<file path="src/rtl/imm_gen_pipe.sv">
// ---------------------------------------------------------------------------
// imm_gen_pipe
//
// This block is the pipelined immediate generator that sits between decode
// and execute. It decodes the immediate of a RISC-V instruction word for the
// format picked by a one-hot select. It also forms the PC-relative target
// pc + imm. The result passes through a 2-entry skid buffer, which has a
// valid/ready handshake on each side.
//
// Parameters
//   XLEN       datapath width (32 or 64)
//   OP_W       width of the one-hot format select (at least 8)
//
// Ports
//   clk        rising-edge clock
//   rst        synchronous, active-high reset
//   flush      synchronous flush; drops every buffered entry
//   in_valid   upstream offers an instruction
//   in_ready   block can accept (registered, independent of out_ready)
//   inst       raw 32-bit instruction word
//   ext_op     one-hot format: 0 J, 1 U, 2 B, 3 S, 4 I, 5 ISHAMT, 6 CSRZ
//   pc         PC of the instruction
//   out_valid  head entry holds a result
//   out_ready  downstream accepts the head entry
//   imm        extended immediate of the head entry
//   target     pc + imm (mod 2^XLEN) of the head entry
//   op_err     ext_op of the head entry was not exactly one of bits 0..6
// ---------------------------------------------------------------------------
module imm_gen_pipe #(
    parameter int XLEN = 32,
    parameter int OP_W = 8
) (
    input  logic            clk,
    input  logic            rst,
    input  logic            flush,
    input  logic            in_valid,
    output logic            in_ready,
    input  logic [31:0]     inst,
    input  logic [OP_W-1:0] ext_op,
    input  logic [XLEN-1:0] pc,
    output logic            out_valid,
    input  logic            out_ready,
    output logic [XLEN-1:0] imm,
    output logic [XLEN-1:0] target,
    output logic            op_err
);

    typedef struct packed {
        logic [XLEN-1:0] imm;
        logic [XLEN-1:0] target;
        logic            err;
    } entry_t;

    typedef enum logic [1:0] {
        EMPTY = 2'd0,
        ONE   = 2'd1,
        FULL  = 2'd2
    } state_t;

    // -----------------------------------------------------------------------
    // Immediate extraction (combinational, at the input side)
    // -----------------------------------------------------------------------
    logic signed [11:0] i_raw;
    logic signed [11:0] s_raw;
    logic signed [12:0] b_raw;
    logic signed [31:0] u_raw;
    logic signed [20:0] j_raw;
    logic               op_ok;
    logic [XLEN-1:0]    imm_c;
    entry_t             new_entry;

    // The opcode field never feeds an immediate.
    logic unused_opcode;
    assign unused_opcode = ^inst[6:0];

    assign i_raw = inst[31:20];
    assign s_raw = {inst[31:25], inst[11:7]};
    assign b_raw = {inst[31], inst[7], inst[30:25], inst[11:8], 1'b0};
    assign u_raw = {inst[31:12], 12'b0};
    assign j_raw = {inst[31], inst[19:12], inst[20], inst[30:21], 1'b0};

    // Legal only when exactly one of bits 0..6 is set and nothing above bit 6.
    assign op_ok = $onehot(ext_op[6:0]) && ((ext_op >> 7) == '0);

    always_comb begin
        // NOTE: the default assignment comes first, so every path through this
        // block drives imm_c and no latch is inferred.
        imm_c = '0;
        if (op_ok) begin
            // A size cast of a signed operand sign-extends it. A size cast of
            // an unsigned operand zero-extends it.
            if (ext_op[0])      imm_c = XLEN'(j_raw);
            else if (ext_op[1]) imm_c = XLEN'(u_raw);
            else if (ext_op[2]) imm_c = XLEN'(b_raw);
            else if (ext_op[3]) imm_c = XLEN'(s_raw);
            else if (ext_op[4]) imm_c = XLEN'(i_raw);
            else if (ext_op[5]) imm_c = (XLEN == 64) ? XLEN'(inst[25:20])
                                                     : XLEN'(inst[24:20]);
            else                imm_c = XLEN'(inst[19:15]);
        end
    end

    assign new_entry.imm    = imm_c;
    assign new_entry.target = pc + imm_c;  // wraps modulo 2^XLEN
    assign new_entry.err    = !op_ok;

    // -----------------------------------------------------------------------
    // 2-entry in-order buffer: head_q is always the oldest entry
    // -----------------------------------------------------------------------
    state_t state_q, state_d;
    entry_t head_q, head_d;
    entry_t tail_q, tail_d;
    logic   in_ready_q;
    logic   push;
    logic   pop;

    assign push = in_valid && in_ready;
    assign pop  = out_valid && out_ready;

    always_comb begin
        state_d = state_q;
        head_d  = head_q;
        tail_d  = tail_q;
        unique case (state_q)
            EMPTY: begin
                if (push) begin
                    head_d  = new_entry;
                    state_d = ONE;
                end
            end
            ONE: begin
                if (push && pop) begin
                    head_d = new_entry;  // old head leaves, new one takes over
                end else if (push) begin
                    tail_d  = new_entry;
                    state_d = FULL;
                end else if (pop) begin
                    state_d = EMPTY;
                end
            end
            FULL: begin
                if (pop) begin
                    head_d  = tail_q;
                    state_d = ONE;
                end
            end
            default: state_d = EMPTY;
        endcase
        if (flush) begin
            state_d = EMPTY;
        end
    end

    always_ff @(posedge clk) begin
        // NOTE: state is updated with non-blocking assignments, so every
        // register samples the values from before the edge.
        if (rst) begin
            state_q    <= EMPTY;
            head_q     <= '0;
            in_ready_q <= 1'b1;
        end else begin
            state_q    <= state_d;
            head_q     <= head_d;
            in_ready_q <= (state_d != FULL);
        end
    end

    // NOTE: tail_q is left out of reset. It is read only after a push has
    // written it, so clearing it would add reset fan-out for no benefit.
    always_ff @(posedge clk) begin
        tail_q <= tail_d;
    end

    // Gating with rst holds in_ready low while reset is asserted. in_ready
    // still has no path from out_ready.
    assign in_ready  = in_ready_q && !rst;
    assign out_valid = (state_q != EMPTY);
    assign imm       = head_q.imm;
    assign target    = head_q.target;
    assign op_err    = head_q.err;

endmodule

</file>
<file path="config.mk">
export PLATFORM = sky130hd
export DESIGN_NAME = imm_gen_pipe
export DESIGN_NICKNAME = d
export VERILOG_FILES = /design/src/rtl/imm_gen_pipe.sv
export SDC_FILE = /design/constraint.sdc
export NUM_CORES = 1
export LEC_CHECK = 0
export CAP_MARGIN = 0
export CORE_MARGIN = 5
export CORE_UTILIZATION = 45
export CTS_CLUSTER_DIAMETER = 40
export CTS_CLUSTER_SIZE = 40
export DETAILED_ROUTE_END_ITERATION = 10
export PLACE_DENSITY = 0.72
export REMOVE_ABC_BUFFERS = 1
export SLEW_MARGIN = 10
export SYNTH_ARGS = -nofsm -noshare
export SYNTH_HDL_FRONTEND = slang
export SYNTH_SLANG_ARGS = --single-unit
</file>
<file path="constraint.sdc">
create_clock -name clk -period 7 [get_ports clk]
set_input_delay 0.7 -clock clk [delete_from_list [all_inputs] [get_ports clk]]
set_output_delay 0.7 -clock clk [all_outputs]
set_load 0.05 [all_outputs]
</file>
# After elaboration in Yosys (flattened, before gate mapping)
# Cells that the tools add are included.
# totals
register_bits	133
out_inout_bits	67
inputBits	77
# classes
n_mux	18
reduce_logical	13
eq_ne	7
n_addsub	7
n_bitwise	1
# ops
op	count
$mux 65	3
$pmux 65 s3	1
$mux 32	6
$add 32x32->32	1
$mux 2	6
$logic_not 8->1	1
$ne 2x2->1 const B	4
$add 1x1->2	3
$pmux 2 s3	1
$logic_and 1x1->1	5
$mux 5	1
$reduce_and 4->1	1
$add 2x1->3	1
$add 2x2->3	1
$add 3x3->3	1
$eq 3x1->1 const B	1
$reduce_and 3->1	1
$reduce_bool 3->1	1
$eq 2x1->1 const B	1
$eq 2x2->1 const B	1
$logic_not 1->1	2
$logic_not 2->1	1
$reduce_bool 2->1	1
$not 1->1	1

# Depth between registers and ports, before layout
# depth
word_depth	10
ltp_mapped	21
depth_no_buf	19

# Worst setup path after synthesis
# No wires, ideal clock.
# synth_path
kind	input to register
start	input port ext_op[0]
end	register tail_q[25] (netlist bit) (data pin)
required_ps	6740
path_slack_ps	663
arrival_ps	6077
cell_stages	21
setup_ps	260
cell_sequence	clkbuf_1 -> inv_1 -> clkbuf_1 -> fa_1 -> fa_1 -> fa_1 -> inv_1 -> fa_1 -> nor4_1 -> inv_1 -> nor4_1 -> ha_1 -> inv_1 -> fa_1 -> nor2b_1 -> o2111ai_1 -> a31o_2 -> a211oi_1 -> a21bo_2 -> a21boi_0 -> xnor2_1
# synth_lines
element	line	source
start: declaration	39	input logic [OP_W-1:0] ext_op,
end signal: assignment	171	tail_q <= tail_d;
end: declaration	112	entry_t tail_q, tail_d;

==> impl_results.md <==
- GRT Total Usage: 0.2233
- Post-synth top flop: dfxtp_1
- RD Place Congestion: 0.9220
- Die H: 138.7 microns
- Nets@finish: 1068
- Layout Area Growth over Synthesis: 28.31%
- Warnings, synthesis: 0
- Worst path arrival time: 6.68 ns
- Initial antenna violation count: 0
- Maximum clock rate: 153.4 MHz
- Num rows: 47
- Antenna Nets Post-Route: 0
- PwrDens: 237.9 mW/mm^2
- Post-synthesis instance area: 0.007457 sq mm
- Area share of the largest cell type after synthesis: 0.2617
- Port Buf Inserts: 136
- EDFF count, synth: 65
- Max-slew violation count: 0
- Final-layout fill cell count: 1464
- Largest net degree at the start of global routing: 60
- Die X: 138.7 microns
- Number of I/O pins: 144
- Final instance area: 0.009568 sq mm
- WHS: 0.4546 ns
- CP required: 7.16 ns
- Yosys cell types: 64
- Vias/cell: 5.646
- CTS buffer count: 17
- HP Class: reg -> reg
- Avg WL per Cell: 18.49 microns
- Clk_lat worst skew: 0.42 ns
- Drc violations: 0
- Detail Placement HPWL: 15670 microns
- Layout cells sized above 1: 0.06302
- Dpl cells: 1156
- Crit path top cell by count: fa_1
- Core area: 0.01641 sq mm
- Critical Path Source Type: primary input
- Async S/R FF share, synth: 0
- Cell chain of the critical path: clkdlybuf4s50_1 -> inv_1 -> fa_1 -> fa_1 -> fa_1 -> inv_1 -> fa_1 -> nor4_1 -> inv_1 -> nor4_2 -> ha_1 -> inv_1 -> fa_1 -> nor2b_1 -> o2111ai_1 -> a31o_2 -> a211oi_1 -> a21bo_2 -> a21boi_0 -> xnor2_1
- Total congestion overflow: 0
- Clock-pin slew on the worst setup and hold paths: 0.06 ns
- CP Max Fanout: 14
- Hold_sp: op_err
- Yosys top cell by area: edfxtp_1
- Register bit total from synthesis: 133
- CTS root buffer: clkbuf_16
- Pleak: 3.639 nW
- Setup bufs post-CTS: 0
- Worst-Margin Slew: 0.7172 ns
- Skew final: 0.009247 ns
- Register Area: 0.003313 sq mm
- First-pass GRT wire length: 34790 microns
- First-pass DRT Iterations: 5
- Final setup fails: 0
- Placement Cell Area: 0.008970 sq mm
- CTS tree: built
- Worst setup path class: in -> reg
- Critical path endpoint category: flop
- Mapped Cells: 840
- Vias in the first global route: 6580
- Max rail drop VDD: 0.1752 mV
- Average size of a mapped cell: 8.878 sq um
- Full die area: 0.01925 sq mm
- Max clock buf depth: 2
- Max-Cap Viols: 0
- Top post-synthesis cells by area: edfxtp_1 26%, dfxtp_1 18%, nand2_1 6.8%
- Period Utilization, post-route: 0.9316
- CP startpoint: ext_op[1]
- Period minus WS final: 6.521 ns
- Initial Util: 0.4545
- DR iter-0 viols: 525
- Slowest Stage Delay on Critical Path: 0.50 ns
- Final Non-Filler Cells: 1188
- CP max stage cell: fa_1
- Fin. Hold Viols: 0
- Slew margin rel.: 0.5219
- Via count: 6708
- Ant diodes: 0
- Outcome: complete, no violations
- Total Wirelength: 21970 microns
- Post-route setup TNS: 0 ns
- Sequential area share after synthesis: 0.4443
- Reg2reg start: state_q[0]
- H-tree levels: 4
- RSZ-0062 raised after global routing: no
- Flop-to-flop setup slack: 4.13 ns
- Multi-input gate area: 0.003844 sq mm
- Clock Sinks: 133
## final timing paths
kind | endpoint | cells after the start
max | tail_q[25] | 20
min | op_err | 2
min reg2reg | op_err | 2
max reg2reg | target[21] | 7
## placed cells by master, fill, tap and decap left out, types with 6 or more instances in the layout
cell type	n
nor3_1	28
nor2_1	90
clkdlybuf4s50_1	135
a21oi_1	80
inv_1	24
a31oi_1	6
a211oi_1	17
a21o_1	11
nand4_1	10
buf_4	13
dfxtp_1	68
edfxtp_1	65
xnor2_1	17
ha_1	31
o21a_1	15
o21ai_0	38
nand3_1	9
nand2_1	135
clkbuf_16	17
a311oi_1	38
and2_1	9
xor2_1	13
## synthesized netlist by cell type, types with 6 or more instances
cell type,count
dfxtp_1,68
a21o_1,11
xnor2_1,17
a31oi_1,6
nand2_1,136
edfxtp_1,65
nand3_1,9
xor2_1,13
o21a_1,15
a211oi_1,17
a21oi_1,81
nand2b_1,6
nor3_1,28
inv_1,24
a311oi_1,38
ha_1,31
nor2_1,90
and2_1,10
nand4_1,10
o21ai_0,38
clkbuf_1,36
buf_2,11
## metrics by stage
| stage | util | total power, mW | setup slack (ns) |
|---|---|---|---|
| global placement | 0.5467 | 1.384 | 0.2210 |
| CTS | 0.5828 | 2.287 | 0.4188 |
| floorplan | - | 1.206 | 0.9008 |
| finish | 0.5832 | 2.277 | 0.4791 |
| global route | 0.5832 | 2.367 | 0.1810 |
| detailed placement | 0.5467 | 1.389 | 0.008240 |
## worst max-delay path, delay by kind of cell
kind / cells / cell delay [ns]
buf+inv: 5 / 1.00
simple gates: 3 / 1.01
fa+ha+maj: 6 / 2.41
compound gates: 5 / 1.39
xor+xnor: 1 / 0.14
## flip-flops by register name, summed over array words and instances (netlist names)
signal and flops:
op_err 1, tail_q 65, state_q 2, target 32, in_ready_q 1, imm 32
## final cells by class
| class | instances | share of cell area |
|---|---|---|
| clock buffer | 20 | 0.04564 |
| sequential | 133 | 0.3463 |
| multi-input combinational | 630 | 0.4017 |
| inverter | 24 | 0.009415 |
| timing repair buffer | 149 | 0.1520 |
| clock inverter | 12 | 0.01622 |
| tap | 220 | 0.02877 |
## kinds of logic (layout without fill, tap and decap cells)
| group | count (synthesis) | in the layout | share of synthesized area |
|---|---|---|---|
| and+or+nand+nor | 314 | 314 | 0.1837 |
| AOI/OAI and AO/OA | 244 | 244 | 0.2181 |
| DFF | 133 | 133 | 0.4443 |
| buffers and inverters | 77 | 205 | 0.04413 |
| adders and majority gates | 36 | 36 | 0.06544 |
| xor gates and xnor gates | 31 | 31 | 0.03742 |
| muxes | 5 | 5 | 0.006879 |
## repair_timing
action	in CTS	in global routing
gates resized for setup	0	1
setup endpoints to repair	0	1
hold buffers	0	0
## metal layers
metal,wire (microns),track usage,up-vias
li1,-,-,3286
met1,9839,0.2943,3166
met4,261,0.04789,0
met2,10520,0.3782,233
met3,1351,0.05103,23
met5,0,0,-
## power by group
part	total, mW	internal, mW	switching, mW
Sequential	0.870	0.853	0.0166
Clock	0.898	0.560	0.338
Combinational	0.509	0.189	0.320
Total	2.28	1.60	0.674
Note: power is estimated with default switching activity, not from simulation.
